<file path="config.mk">
export PLATFORM = sky130hd
export DESIGN_NAME = tube_scheduler
export DESIGN_NICKNAME = d
export VERILOG_FILES = /design/src/rtl/tube_scheduler_pkg.sv /design/src/rtl/tube_scheduler_bin2bcd_seq.sv /design/src/rtl/tube_scheduler.sv
export SDC_FILE = /design/constraint.sdc
export NUM_CORES = 1
export LEC_CHECK = 0
export ABC_AREA = 1
export CAP_MARGIN = 25
export CORE_ASPECT_RATIO = 1.4
export CORE_MARGIN = 5
export CORE_UTILIZATION = 49
export CTS_CLUSTER_SIZE = 30
export DETAILED_ROUTE_END_ITERATION = 7
export HOLD_SLACK_MARGIN = 0.02
export PLACE_DENSITY = 0.77
export SLEW_MARGIN = 20
export SYNTH_ARGS = -nofsm -noshare
export SYNTH_HDL_FRONTEND = slang
export SYNTH_SLANG_ARGS = --single-unit
</file>
<file path="constraint.sdc">
create_clock -name clk -period 2 [get_ports clk]
set_clock_uncertainty 0.2 [all_clocks]
set_input_delay 0.4 -clock clk [delete_from_list [all_inputs] [get_ports clk]]
set_output_delay 0.4 -clock clk [all_outputs]
set_load 0.03 [all_outputs]
</file>
<file path="src/rtl/tube_scheduler_pkg.sv">
// tube_scheduler_pkg: shared FSM states and display constants for the tube scheduler
package tube_scheduler_pkg;
  typedef enum logic [2:0] {S_IDLE, S_CAPT, S_CONV, S_LOAD, S_DWELL} state_t;
  localparam logic [3:0] SIGN_POS = 4'd0;
  localparam logic [3:0] SIGN_NEG = 4'd1;
  localparam logic [9:0] MAG_MAX = 10'd999;
  localparam logic [3:0] CONV_ITER = 4'd10;
endpackage

</file>
<file path="src/rtl/tube_scheduler_bin2bcd_seq.sv">
// tube_scheduler_bin2bcd_seq: sequential double-dabble, one shift-add-3 step per cycle
module tube_scheduler_bin2bcd_seq
  import tube_scheduler_pkg::*;
(
  input  logic        clk,
  input  logic        rstn,
  input  logic        start,
  input  logic [9:0]  bin,
  output logic        done,
  output logic [11:0] bcd
);
  logic [21:0] sh, adj, nxt;
  logic [3:0] cnt;
  logic run;
  // add 3 to every BCD digit >= 5 before the shift
  always_comb begin
    adj = sh;
    for (int d = 0; d < 3; d++)
      if (sh[10+4*d +: 4] >= 4'd5) adj[10+4*d +: 4] = sh[10+4*d +: 4] + 4'd3;
  end
  assign nxt = adj << 1;
  assign bcd = nxt[21:10];
  assign done = run && cnt == CONV_ITER - 4'd1;
  // load on start, then iterate until the last step has been taken
  always_ff @(posedge clk) begin
    if (!rstn) begin
      sh <= '0;
      cnt <= '0;
      run <= 1'b0;
    end else if (start) begin
      sh <= {12'd0, bin};
      cnt <= '0;
      run <= 1'b1;
    end else if (run) begin
      sh <= nxt;
      cnt <= cnt + 4'd1;
      if (done) run <= 1'b0;
    end
  end
endmodule

</file>
<file path="src/rtl/tube_scheduler.sv">
// tube_scheduler: round-robin owner of the 7-segment tube with dwell time and BCD conversion
module tube_scheduler
  import tube_scheduler_pkg::*;
#(
  parameter int N_REQ = 3,
  parameter int DWELL_CYC = 20_000_000
) (
  input  logic                 clk,
  input  logic                 rstn,
  input  logic [N_REQ-1:0]     req_valid,
  input  logic [13*N_REQ-1:0]  req_data,
  output logic [N_REQ-1:0]     req_ready,
  output logic [N_REQ-1:0]     grant,
  output logic [15:0]          disp_data,
  output logic                 disp_load,
  output logic                 ovf,
  output logic                 busy
);
  localparam int IW = $clog2(N_REQ);
  localparam int CW = $clog2(DWELL_CYC);
  localparam logic [CW-1:0] DMAX = CW'(DWELL_CYC - 1);
  localparam logic [IW-1:0] PTR_RST = IW'(N_REQ - 1);
  state_t state, state_nxt;
  logic [IW-1:0] own, ptr, base, sel;
  logic own_v, fresh, found, own_req, expire, start, done, sign_q, ovf_q;
  logic [CW-1:0] dcnt;
  logic [12:0] slot;
  logic [9:0] mag_c;
  logic [11:0] bcd;
  assign own_req = req_valid[own];
  assign expire = state == S_DWELL && dcnt == DMAX;
  assign base = (state == S_DWELL) ? own : ptr;
  assign start = state == S_CAPT && own_req;
  assign grant = own_v ? N_REQ'(1) << own : '0;
  assign req_ready = start ? grant : '0;
  assign busy = state != S_IDLE;
  assign mag_c = (slot[11:0] > {2'b00, MAG_MAX}) ? MAG_MAX : slot[9:0];
  // select the owner's request slot
  always_comb begin
    slot = '0;
    for (int i = 0; i < N_REQ; i++)
      if (own == IW'(i)) slot = req_data[13*i +: 13];
  end
  // round-robin search starting after base, base itself is checked last
  always_comb begin
    found = 1'b0;
    sel = '0;
    for (int k = 1; k <= N_REQ; k++) begin
      int idx;
      idx = int'(base) + k;
      if (idx >= N_REQ) idx = idx - N_REQ;
      for (int i = 0; i < N_REQ; i++)
        if (!found && idx == i && req_valid[i]) begin
          found = 1'b1;
          sel = IW'(i);
        end
    end
  end
  // next-state logic; expiry outranks a refresh request
  always_comb begin
    state_nxt = state;
    case (state)
      S_IDLE:  state_nxt = found ? S_CAPT : S_IDLE;
      S_CAPT:  state_nxt = own_req ? S_CONV : S_IDLE;
      S_CONV:  state_nxt = done ? S_LOAD : S_CONV;
      S_LOAD:  state_nxt = S_DWELL;
      S_DWELL: state_nxt = expire ? (found ? S_CAPT : S_IDLE) : (own_req ? S_CAPT : S_DWELL);
      default: state_nxt = S_IDLE;
    endcase
  end
  // state register
  always_ff @(posedge clk) begin
    if (!rstn) state <= S_IDLE;
    else state <= state_nxt;
  end
  // ownership, dwell counter and display registers
  always_ff @(posedge clk) begin
    if (!rstn) begin
      own <= '0;
      own_v <= 1'b0;
      ptr <= PTR_RST;
      fresh <= 1'b0;
      dcnt <= '0;
      sign_q <= 1'b0;
      ovf_q <= 1'b0;
      disp_data <= '0;
      disp_load <= 1'b0;
      ovf <= 1'b0;
    end else begin
      disp_load <= state == S_CONV && done;
      dcnt <= (state == S_LOAD && fresh) ? '0 : (dcnt == DMAX ? dcnt : dcnt + CW'(1));
      if (state == S_LOAD) fresh <= 1'b0;
      if (start) begin
        sign_q <= slot[12] && slot[11:0] != 12'd0;
        ovf_q <= slot[11:0] > {2'b00, MAG_MAX};
      end
      if (state == S_CONV && done) begin
        disp_data <= {sign_q ? SIGN_NEG : SIGN_POS, bcd};
        ovf <= ovf_q;
      end
      if ((state == S_IDLE || expire) && found) begin
        own <= sel;
        own_v <= 1'b1;
        fresh <= 1'b1;
      end else if ((state == S_CAPT && !own_req) || expire) begin
        own_v <= 1'b0;
      end
      if (expire) ptr <= own;
    end
  end
  tube_scheduler_bin2bcd_seq u_b2b (
    .clk(clk),
    .rstn(rstn),
    .start(start),
    .bin(mag_c),
    .done(done),
    .bcd(bcd)
  );
endmodule

</file>
# [After elaboration in Yosys (flattened, before gate mapping)]
# Index checks and enable logic that the tools add are counted.
[word_totals] elab_cells=146 register_bits=78 out_inout_bits=25
[op_classes] n_bitwise=1 n_addsub=11 n_reduce_logical=48 muxes=48 order_cmp=8 n_shift=1 eq_ne=14
[op_table] op="equality test 32 x 2 -> 1 bit, second input constant" count=3
[op_table] op="equality test 32 x 3 -> 1 bit, second input constant" count=3
[op_table] op="zero test 32 bit" count=3
[op_table] op="2-to-1 mux 32 bit" count=3
[op_table] op="2-to-1 mux 13 bit" count=3
[op_table] op="2-to-1 mux 10 bit" count=3
[op_table] op="adder 25 x 1 -> 25 bit, second input constant" count=1
[op_table] op="equality test 25 bit, second input constant" count=1
[op_table] op="logical AND 1 bit" count=25
[op_table] op="2-to-1 mux 1 bit" count=21
[op_table] op="2-to-1 mux 2 bit" count=9
[op_table] op="2-to-1 mux 3 bit" count=5
[op_table] op="one-hot mux 3 bit (5 select lines)" count=1
[op_table] op="greater-or-equal comparator 4 x 3 -> 1 bit, second input constant" count=3
[op_table] op="greater-than comparator 12 x 10 -> 1 bit, second input constant" count=1
[op_table] op="nonzero test 12 bit" count=1
[op_table] op="subtractor 3 x 2 -> 4 bit, second input constant" count=3
[op_table] op="greater-or-equal comparator 3 x 2 -> 1 bit, second input constant" count=3
[op_table] op="zero test 1 bit" count=9
[op_table] op="adder 4 x 2 -> 4 bit, second input constant" count=2
[op_table] op="2-to-1 mux 4 bit" count=2
[op_table] op="adder 2 x 2 -> 3 bit, second input constant" count=2
[op_table] op="equality test 3 x 2 -> 1 bit, second input constant" count=2
[op_table] op="nonzero test 2 bit" count=3
[op_table] op="17 further kinds" count=19

# [Logic depth before layout (Yosys ltp)]
[logic_depth] word_depth=43 mapped_depth=16 ltp_nobuf=16

# [Cells and area by module]
# From an unflattened synthesis, not the netlist that was laid out.
[unflattened] hier_cells=673 hier_area_um2=4611.9
[modules_own_cells] mod="tube_scheduler" seq_area_each_um2=1021.0 cells_per_inst=452 area_each_um2=3055.4 n_inst=1
[modules_own_cells] mod="tube_scheduler_bin2bcd_seq" seq_area_each_um2=540.5 cells_per_inst=221 area_each_um2=1556.5 n_inst=1

# [Least setup slack after synthesis]
# Ideal clock, no wire load.
[synth_timing] kind="register -> output" from="register own[1]" to="output req_ready[0]" slack_ns=-0.428 path_stages_with_launch=7 arrival_ns=1.828 cell_sequence="dfxtp_1 nand2_2 o21ai_1 nand2_1 buf_4 buf_4 nor3_1"
[synth_between] elab_chain_len=4
[synth_rtl] item="start, declared" line="tube_scheduler.sv:24" rtl="logic [IW-1:0] own, ptr, base, sel;"
[synth_rtl] item="start signal, assigned" line="tube_scheduler.sv:102" rtl="own <= sel;"
[synth_rtl] item="binary-select mux 1 bit (select 2 bit)" line="tube_scheduler.sv:30" rtl="assign own_req = req_valid[own];"
[synth_rtl] item="2-to-1 mux 1 bit (implied by the code)" line="tube_scheduler.sv:30"
[synth_rtl] item="logical AND 1 bit" line="tube_scheduler.sv:33" rtl="assign start = state == S_CAPT && own_req;"
[synth_rtl] item="2-to-1 mux 3 bit (*)" line="tube_scheduler.sv:35" rtl="assign req_ready = start ? grant : '0;"
[synth_rtl] item="end, declared" line="tube_scheduler.sv:12" rtl="output logic [N_REQ-1:0] req_ready,"
# Mark *: on every way between the ends. The rest lies on a longest branch, timed or not. The select of a mux whose other input is x is not followed.

# [Final worst setup path]
[layout_timing] from="register state[0]" to="register own[1]"
[layout_between] elab_chain_len=41
[layout_rtl] item="start, declared" line="tube_scheduler.sv:23" rtl="state_t state, state_nxt;"
[layout_rtl] item="start signal, assigned" line="tube_scheduler.sv:74" rtl="else state <= state_nxt;"
[layout_rtl] item="equality test 3 bit" line="tube_scheduler.sv:31, tube_scheduler.sv:32"
[layout_rtl] item="2-to-1 mux 2 bit" line="tube_scheduler.sv:32" rtl="assign base = (state == S_DWELL) ? own : ptr;"
[layout_rtl] item="adder 2 x 1 -> 3 bit" line="tube_scheduler.sv:50" rtl="idx = int'(base) + k;"
[layout_rtl] item="subtractor 3 x 2 -> 4 bit or greater-or-equal comparator 3 x 2 -> 1 bit (tied branches)" line="tube_scheduler.sv:51" rtl="if (idx >= N_REQ) idx = idx - N_REQ;"
[layout_rtl] item="2-to-1 mux 32 bit" line="tube_scheduler.sv:51"
[layout_rtl] item="zero test 32 bit" line="tube_scheduler.sv:53" rtl="if (!found && idx == i && req_valid[i]) begin"
[layout_rtl] item="logical AND 1 bit" line="tube_scheduler.sv:53"
[layout_rtl] item="2-to-1 mux 1 bit" line="tube_scheduler.sv:53"
[layout_rtl] item="[... 23 more ...]"
[layout_rtl] item="2-to-1 mux 1 bit" line="tube_scheduler.sv:53"
[layout_rtl] item="zero test 1 bit" line="tube_scheduler.sv:53"
[layout_rtl] item="logical AND 1 bit (2 in series)" line="tube_scheduler.sv:53"
[layout_rtl] item="2-to-1 mux 1 bit" line="tube_scheduler.sv:53"
[layout_rtl] item="zero test 1 bit" line="tube_scheduler.sv:53"
[layout_rtl] item="logical AND 1 bit (2 in series)" line="tube_scheduler.sv:53"
[layout_rtl] item="2-to-1 mux 1 bit" line="tube_scheduler.sv:53"
[layout_rtl] item="logical AND 1 bit" line="tube_scheduler.sv:101" rtl="if ((state == S_IDLE || expire) && found) begin"
# Several ways; a longest one is shown, not always the timed one.
# A chain may end at the register's enable or synchronous reset.

==> results.md <==
* IO Pins at 69
* Post-synth EDFFs at 0
* Hold Path Class: flip-flop to flip-flop
* Final WL at 12.7 mm
* Synthesized flop and latch total at 78
* Yosys top cell area share at 0.363
* Crit path max fanout at 6
* Internal power at approximately 3100 uW
* WS Path Type: flip-flop to flip-flop
* Layout area overhead at 41.3%
* Failing checks: setup timing
* Pre-CTS setup slack at -0.427 ns
* Area contributors post-synth: dfxtp_1 36%, nand2_1 11%, inv_1 6.4%
* CTS Buf Count at 9
* Storage element area at 1580 um2
* # diodes at 0
* First-pass GRT wire length at around 21 mm
* Worst-path clk slew at roughly 0.050 ns
* VDD IR max at roughly 670 uV
* Max Cap Violations at 0
* Dpl hpwl at approximately 9.5 mm
* Async S/R FF share, synth at 0
* Seq/Total Area, Yosys at 0.363
* Largest area contributor in the netlist: dfxtp_1
* YS warnings at 0
* H-tree depth at 3
* Slew Limit Fails at 0
* CP Launch Type: flip-flop
* Syn Area/Cell at around 6.9 um2
* Layout cells sized above 1 at 0.242
* Setup crit end kind: flip-flop
* Via count at ~4700
* Global-route usage over all layers at 0.244
* I/O Buffers at 65
* Final global-route overflow total at 0
* Initial core utilization at 0.500
* Hold Vio Cnt, Final at 0
* Setup violations, final at 21
* # nets final at between 800 and 900
* Clock Root Buffer: clkbuf_16
* Clock buffer depth at 2
* Final routed DRC violation total at 0
* Drt wl/cell at roughly 15 um
* Crit share post-route at 1.09
* Mapped Area at 4310 um2
* Worst Path Required at around 2.0 ns
* Die area at between 10000 and 15000 um2
* Site row count at 40
* Post-layout util at 0.707
* Largest net degree at the start of global routing at 21
* Crit path DAT at 2.20 ns
* Fmax at 460 MHz
* Min Tclk post-route at 2.17 ns
* DR iter-0 viols at around 290
* Die Y at about 120 um
* Unrepaired setup endpoints after global routing: yes
* CTS tree: yes
* Via density at roughly 5.4
* Core Area at 8610 um2
* Post-Syn Instances at approximately 630
* Cell variety after synth at 46
* Primary FF master, synth: dfxtp_1
* Clk_lat worst skew at 0.34 ns
* Drt pass-1 iters at 5
* Clock power share at 0.325
* Sw Share at 0.310
* Number of antenna violations at the first check in global routing at 1
* Psw at around 1400 uW
* GP Congestion at around 0.94
* Seq pwr share at 0.387
* Number of global-route vias before repair at 4701
* Pwr per Cell Area at between 700 and 800 nW/um2
* Part of the power in combinational logic at 0.288
* Multi-input logic area at ~2500 um2
* Final antenna-violating net count at 0
* Status: finished with violations
* PnR worst setup slack at -0.172 ns
* Clock sinks at 78
* Leakage power at ~0.0026 uW
* Commonest cells in the netlist: 121 x nand2_1, 78 x dfxtp_1, 73 x inv_1
* Most common cell in the netlist: nand2_1
* Reg2reg setup slack at -0.17 ns
* Fill cell count at 695
* Final Power at 4560 uW
* Die X at 89.2 um
-- repair_timing --
action / in CTS / in global routing
hold buffers: 0 / 0
setup endpoints to repair: 36 / 63
resized for setup: 34 / 42
pin swaps: 15 / 17
setup buffers: 13 / 4
gates cloned: 0 / 0
-- kinds of logic (layout without fill, tap and decap cells) --
logic type / after synthesis / in the layout / share of synthesized area
AND/OR/NAND/NOR: 291 / 291 / 0.320
buffers and inverters: 106 / 237 / 0.104
adder cells (fa/ha/maj): 10 / 10 / 0.0291
AO/OA/AOI/OAI: 134 / 134 / 0.168
XOR/XNOR: 8 / 8 / 0.0163
flip-flops: 78 / 78 / 0.363
other: 1 / 3 / 0.000871
-- through the flow --
| stage | std cells | hold WS (ns) | TNS, ns | cell area, um2 |
|---|---|---|---|---|
| 2_1_floorplan | 630 | 0.229 | -0.502 | 4370 |
| 3_3_place_gp | 837 | 0.267 | -9.40 | 5440 |
| 3_5_place_dp | 837 | 0.276 | -10.50 | 5440 |
| 4_1_cts | 862 | 0.285 | -1.68 | 5890 |
| 5_1_grt | 866 | 0.295 | -5.02 | 6080 |
| 6_report | 866 | 0.281 | -1.56 | 6080 |
-- worst paths after layout --
| kind | start | endpoint | cells past startpoint |
|---|---|---|---|
| setup / recovery | state[0] | own[1] | 16 |
| hold / removal | fresh | fresh | 2 |
| setup reg to reg | state[0] | own[1] | 16 |
| hold reg to reg | fresh | fresh | 2 |
-- layer usage --
layer / share of wire / vias up / global-route usage
met2: 0.56 / 129 / 0.453
met3: 0.039 / 32 / 0.0503
li1: - / 2320 / -
met4: 0.027 / 2 / 0.107
met5: 0.0014 / - / 0
met1: 0.37 / 2186 / 0.254
-- cell usage in the layout (no fill, tap or decap), types with 3 or more instances in the layout --
master / synthesis / layout
nand2_1: 121 / 114
inv_1: 73 / 71
dfxtp_1: 78 / 71
buf_4: 6 / 64
nor2_1: 63 / 59
clkdlybuf4s50_1: 0 / 54
a21oi_1: 52 / 48
o21ai_0: 52 / 45
nand3_1: 32 / 28
nand2_2: 13 / 18
o21ai_1: 8 / 14
nor2_4: 4 / 13
buf_6: 1 / 13
nand4_1: 12 / 12
inv_2: 11 / 11
nor3_1: 16 / 10
nand3_2: 6 / 9
clkbuf_16: 0 / 9
ha_1: 10 / 8
xor2_1: 6 / 6
a21oi_2: 1 / 5
o21a_1: 4 / 4
nor2_2: 9 / 4
nand2_4: 2 / 4
a31oi_1: 4 / 4
nor3_4: 0 / 4
dfxtp_2: 0 / 4
clkinv_2: 1 / 3
nor3_2: 1 / 3
nor4_1: 4 / 3
a211oi_1: 3 / 3
o21bai_1: 3 / 3
conb_1: 1 / 3
clkbuf_1: 9 / 3
dfxtp_4: 0 / 3
-- registers in the layout (all words and copies together), names as in the netlist, 2 cells and up --
register,cells
u_b2b.sh,22
dcnt,25
state,3
u_b2b.cnt,4
own,2
ptr,2
disp_data,13
-- cell type report --
class	count	area share
Clock buffer	14	0.0434
Multi-Input combinational cell	446	0.418
Tap cell	105	0.0216
Clock inverter	1	0.000823
Timing Repair Buffer	136	0.202
Sequential cell	78	0.259
Inverter	86	0.0543
-- power groups by stage --
stage / Clock [uW] / Combinational, uW / Sequential [uW]
global placement: 0 / 1090 / 1770
global route: 1580 / 1440 / 1770
detailed placement: 0 / 1130 / 1780
floorplan: 0 / 699 / 1750
finish: 1480 / 1320 / 1760
CTS: 1510 / 1210 / 1750
-- worst max-delay path: stages, from the launching register on --
cell and delay, ns:
dfxtp_4 0.36, nor2_4 0.05, buf_4 0.15, nand3_2 0.07, nand2_2 0.08, ha_4 0.26
inv_2 0.04, nand2_2 0.06, nand2_2 0.06, nor2_4 0.11, nand4_4 0.09, nor2_4 0.13
nand3_4 0.11, nand2_4 0.11, nand2_1 0.06, nand2_1 0.07, nor2_1 0.04
No activity file was read; power rests on OpenSTA's default activity.
